===== src/rtl/cpu_pkg.sv =====
// Shared CPU-side constants: arbiter state encoding and default bus widths.
package cpu_pkg;
    localparam logic [1:0] ARB_IDLE  = 2'd0;
    localparam logic [1:0] ARB_ISSUE = 2'd1;
    localparam logic [1:0] ARB_RESP  = 2'd2;

    localparam int AW_DEF = 8;
    localparam int DW_DEF = 8;
endpackage


===== src/rtl/rr_pick.sv =====
// Combinational round-robin picker.
// Searches upward from i_ptr with wrap and returns the first active request.
module rr_pick #(
    parameter int N  = 2,
    parameter int IW = (N > 1) ? $clog2(N) : 1
) (
    input  logic [N-1:0]  i_req,
    input  logic [IW-1:0] i_ptr,
    output logic [N-1:0]  o_onehot,
    output logic [IW-1:0] o_idx,
    output logic          o_any
);
    logic [IW-1:0] w_j;

    always_comb begin
        o_onehot = '0;
        o_idx    = '0;
        o_any    = 1'b0;
        w_j      = '0;
        for (int k = 0; k < N; k++) begin
            w_j = IW'((int'(i_ptr) + k) % N);
            if (!o_any && i_req[w_j]) begin
                o_any         = 1'b1;
                o_idx         = w_j;
                o_onehot[w_j] = 1'b1;
            end
        end
    end
endmodule


===== src/rtl/mem_arbiter.sv =====
// Round-robin arbiter sharing one memory port between N_REQ requesters,
// with an optional per-owner lock capped at MAX_HOLD grants under contention.
module mem_arbiter
    import cpu_pkg::*;
#(
    parameter int N_REQ    = 2,
    parameter int AW       = AW_DEF,
    parameter int DW       = DW_DEF,
    parameter int MAX_HOLD = 4
) (
    input  logic                clk,
    input  logic                rst_n,
    input  logic [N_REQ-1:0]    req,
    input  logic [N_REQ-1:0]    lock,
    input  logic [N_REQ-1:0]    we,
    input  logic [N_REQ*AW-1:0] addr,
    input  logic [N_REQ*DW-1:0] wdata,
    output logic [N_REQ-1:0]    ack,
    output logic [N_REQ-1:0]    gnt,
    output logic [DW-1:0]       rdata,
    output logic                mem_en,
    output logic                mem_we,
    output logic [AW-1:0]       mem_addr,
    output logic [DW-1:0]       mem_wdata,
    input  logic [DW-1:0]       mem_rdata
);
    localparam int IW = (N_REQ > 1) ? $clog2(N_REQ) : 1;
    localparam int HW = $clog2(MAX_HOLD + 1);
    localparam logic [HW-1:0] HOLD_MAX = HW'(MAX_HOLD);

    logic [1:0]       r_state;
    logic [IW-1:0]    r_owner;
    logic [IW-1:0]    r_rr;
    logic             r_locked;
    logic [HW-1:0]    r_hold;
    logic [N_REQ-1:0] r_gnt;

    logic [N_REQ-1:0] w_own_oh;
    logic             w_others;
    logic             w_keep;
    logic [N_REQ-1:0] w_rr_oh;
    logic [IW-1:0]    w_rr_idx;
    logic             w_rr_any;
    logic [IW-1:0]    w_rr_next;

    rr_pick #(
        .N  (N_REQ),
        .IW (IW)
    ) u_pick (
        .i_req    (req),
        .i_ptr    (r_rr),
        .o_onehot (w_rr_oh),
        .o_idx    (w_rr_idx),
        .o_any    (w_rr_any)
    );

    assign w_own_oh  = N_REQ'(1) << r_owner;
    assign w_others  = |(req & ~w_own_oh);
    // Lock wins over round-robin until the cap is hit while someone waits.
    assign w_keep    = r_locked && req[r_owner] &&
                       ((r_hold < HOLD_MAX) || !w_others);
    assign w_rr_next = (r_owner == IW'(N_REQ - 1)) ? '0 : r_owner + IW'(1);

    always_ff @(posedge clk) begin
        if (!rst_n) begin
            r_state  <= ARB_IDLE;
            r_owner  <= '0;
            r_rr     <= '0;
            r_locked <= 1'b0;
            r_hold   <= '0;
            r_gnt    <= '0;
        end else begin
            unique case (r_state)
                ARB_IDLE: begin
                    if (w_rr_any) begin
                        r_state <= ARB_ISSUE;
                        if (w_keep) begin
                            r_gnt <= w_own_oh;
                            if (r_hold < HOLD_MAX)
                                r_hold <= r_hold + HW'(1);
                        end else begin
                            r_owner <= w_rr_idx;
                            r_gnt   <= w_rr_oh;
                            r_hold  <= HW'(1);
                        end
                    end
                end
                ARB_ISSUE: r_state <= ARB_RESP;
                ARB_RESP: begin
                    r_locked <= lock[r_owner];
                    r_rr     <= w_rr_next;
                    r_state  <= ARB_IDLE;
                end
                default: r_state <= ARB_IDLE;
            endcase
        end
    end

    // Reset gates every output so nothing reaches memory during reset.
    always_comb begin
        ack       = '0;
        gnt       = '0;
        rdata     = '0;
        mem_en    = 1'b0;
        mem_we    = 1'b0;
        mem_addr  = '0;
        mem_wdata = '0;
        if (rst_n) begin
            unique case (r_state)
                ARB_ISSUE: begin
                    gnt       = r_gnt;
                    mem_en    = 1'b1;
                    mem_we    = we[r_owner];
                    mem_addr  = addr[int'(r_owner)*AW +: AW];
                    mem_wdata = wdata[int'(r_owner)*DW +: DW];
                end
                ARB_RESP: begin
                    gnt   = r_gnt;
                    ack   = r_gnt;
                    rdata = mem_rdata;
                end
                default: ;
            endcase
        end
    end
endmodule


===== config.mk =====
export PLATFORM = sky130hd
export DESIGN_NAME = mem_arbiter
export DESIGN_NICKNAME = d
export VERILOG_FILES = /design/src/rtl/cpu_pkg.sv /design/src/rtl/rr_pick.sv /design/src/rtl/mem_arbiter.sv
export SDC_FILE = /design/constraint.sdc
export NUM_CORES = 1
export LEC_CHECK = 0
export CAP_MARGIN = 40
export CORE_AREA = 2 2 78 57
export DETAILED_ROUTE_END_ITERATION = 16
export DIE_AREA = 0 0 80 59
export SETUP_SLACK_MARGIN = 0.05
export SLEW_MARGIN = 20
export SYNTH_ARGS = -nofsm -noshare
export SYNTH_HDL_FRONTEND = slang
export SYNTH_HIERARCHICAL = 1
export SYNTH_SLANG_ARGS = --single-unit

===== constraint.sdc =====
create_clock -name clk -period 2.1 [get_ports clk]
set_clock_uncertainty 0.2 [all_clocks]
set_input_delay 0.42 -clock clk [delete_from_list [all_inputs] [get_ports clk]]
set_output_delay 0.42 -clock clk [all_outputs]
set_load 0.005 [all_outputs]

==> results.md <==
* CTS tree: yes
* Worst EP arrival at 1.38 ns
* Total clock sinks at 10
* Fin cells at 264
* Syn Inst Count at 123
* Fraction of registers with async set or reset after synthesis at 0%
* WL final at 3327 µm
* Fraction of the mapped netlist area in compound gates at 16.32%
* Number of hold buffers added after cts at 0
* Vias in the first global route at 1227
* Cell Area, Synth at 958.4 µm²
* Drt drc at 0
* Vias/cell at 4.727
* Final period util at 95.42%
* Htree depth at 1
* DR vias at 1248
* Syn-to-layout area delta at 101.6%
* Warnings from Yosys at 6
* Min Tclk post-route at 2.004 ns
* Crit path kind: reg -> out
* CTS Buf Count at 3
* Post-Syn Nets at 175
* Pleak at 0.9062 nW
* Die width at 80 µm
* Peak VDD IR at 0.0002661 V
* Outcome: finished clean
* Mux contribution to synthesized area at 20.89%
* Reg clk slew, reported paths at 0.05 ns
* Layout Utilization at 49.55%
* Max-Cap Viols at 0
* Synthesized flop and latch total at 10
* Synth Area in Adders at 5.222%
* Layout net count at 265
* Synth Area per Inst at 7.792 µm²
* Clk root buf: clkbuf_8
* Initial antenna violation count at 0
* GRT Util Overall at 14.01%
* Core ar. at 0.003899 mm²
* Final instance area at 0.001932 mm²
* Setup crit end kind: output port
* Crit Path Max Fanout at 3
* Height of the chip at 59 µm
* Main combinational cell family by area after synthesis: simple AND/OR/NAND/NOR gates
* Placed cells at 260
* RSZ-0062 raised after global routing: true
* Max-slew headroom at 77.45%
* Clock tree buffer depth at 2
* Clk_lat worst skew at 0.24 ns
* Die area at 0.004720 mm²
* Min-delay worst type: reg -> reg
* Placed Area at 0.001899 mm²
* Post-Synth XOR/XNOR Area at 0%
* Total grt overflow at 0
* CP Launch Type: flop
* First-pass GRT wire length at 5354 µm
* WL/cell at 12.60 µm
* # IOs at 78
* Layout cells sized above 1 at 18.87%
* Largest net degree at the start of global routing at 19
* DRT Pass-1 Iters at 4
* Final ANT Viol Nets at 0
* Worst Tran Pin Value at 0.3352 ns
* Inserted Diodes at 0
* Post-synth EDFFs at 0
* Simple-Gate Fraction of Synth Area at 30.55%
* Postcts setup bufs at 0
* # rows at 19
* Count of final setup violators at 0
* Final Hold Violating Endpoints at 0
* Final Slew Violations at 0
* Cell variety after synth at 36
* Synth Flop Type: dfxtp_1
* Routability Congestion at 0.8148
* PD cells at 402.4 mW/mm²
* Starting Density at 24.58%
* DR iter-0 viols at 73
* Register area share after synthesis at 20.89%
* Fmax at 0.4990 GHz
* IO Port Bufs at 77
* Hpwl dp at 2717 µm
* CP required at 1.48 ns
==> registers in the layout, indices dropped and copies added, names as in the netlist <==
| signal | flops |
|---|---|
| r_state | 2 |
| r_gnt | 2 |
| r_locked | 1 |
| r_owner | 1 |
| r_hold | 3 |
| r_rr | 1 |
==> where the power goes <==
group          internal (mW)  switching (mW)  total (mW)
combinational          0.192           0.120       0.312
clock                  0.165          0.0812       0.247
sequential             0.206          0.0128       0.219
==> stage by stage <==
| stage | worst slack (ns) | hold slack (ns) | power (mW) | setup TNS [ns] |
|---|---|---|---|---|
| 2_1_floorplan | 0.3573 | 0.2700 | 0.3487 | 0 |
| 3_3_place_gp | -0.3313 | 0.2957 | 0.5378 | -9.571 |
| 3_5_place_dp | -0.3044 | 0.3115 | 0.5450 | -8.783 |
| 4_1_cts | -0.05609 | 0.3235 | 0.7838 | -0.1064 |
| 5_1_grt | 0.03621 | 0.3367 | 0.8282 | 0 |
| 6_report | 0.09615 | 0.3198 | 0.7774 | 0 |
==> repair_timing <==
action	in CTS	in global routing
resized for setup	38	29
endpoints found under the setup margin	30	22
pin swaps	0	1
==> kinds of logic after synthesis <==
logic type      Yosys count
simple gates             55
compound gates           21
fa+ha+maj                 4
buf+inv                  13
mux                      20
flops                    10
==> metal layers <==
layer	vias up	routed length [µm]	global-route usage, %
li1	627	-	-
met1	571	1520	18.13
met2	50	1569	24.17
met3	0	236	3.506
met4	0	0	2.421
met5	-	0	0
==> cells in the mapped netlist (all sizes together), types with 2 or more instances <==
library cell / count / area (µm²)
inv: 5 / 18.76
buf: 4 / 25.02
nor2: 18 / 67.56
nand4: 2 / 12.51
nand2: 7 / 26.28
o41ai: 2 / 17.52
clkbuf: 4 / 15.01
mux2i: 20 / 200.2
dfxtp: 10 / 200.2
o211a: 3 / 30.03
and3: 15 / 95.09
ha: 4 / 50.05
a21oi: 3 / 15.01
o21ai: 4 / 20.02
a21boi: 3 / 22.52
nor4: 2 / 12.51
==> final cells by class <==
class / count / area [µm²]
Tap cell: 52 / 65.06
Sequential cell: 10 / 205.2
Multi-Input combinational cell: 100 / 716.9
Timing Repair Buffer: 93 / 870.8
Clock buffer: 4 / 55.05
Inverter: 5 / 18.77
Fill cell: 377 / 1967
==> cells in the final DEF (no fill, tap or decap), types with 3 or more instances in the layout <==
| cell | Yosys | routed |
|---|---|---|
| mux2i_1 | 20 | 20 |
| clkbuf_2 | 0 | 8 |
| dlygate4sd2_1 | 0 | 11 |
| o211a_1 | 3 | 3 |
| and3_1 | 14 | 14 |
| a21boi_0 | 3 | 3 |
| a21oi_1 | 3 | 3 |
| dfxtp_1 | 10 | 8 |
| nand2_1 | 7 | 6 |
| nor2_1 | 18 | 18 |
| inv_2 | 1 | 3 |
| clkdlybuf4s50_1 | 0 | 46 |
| o21ai_0 | 4 | 4 |
| clkdlybuf4s15_1 | 0 | 10 |
| buf_4 | 2 | 13 |
| clkbuf_8 | 0 | 4 |
==> worst max-delay path, cell delays in order (launching register included) <==
cell and delay, ns:
dfxtp_2 0.34, inv_2 0.05, ha_1 0.31, and3_1 0.18, dlygate4sd2_1 0.26
==> final timing paths <==
| kind | startpoint | to | slack, ns | cells after the start |
|---|---|---|---|---|
| max reg2reg | r_owner | r_owner | 0.23 | 5 |
| max | r_state[0] | gnt[1] | 0.1 | 4 |
| min | r_rr | r_rr | 0.32 | 1 |
| min reg2reg | r_rr | r_rr | 0.32 | 1 |
Power figures use the tool's default switching activity.
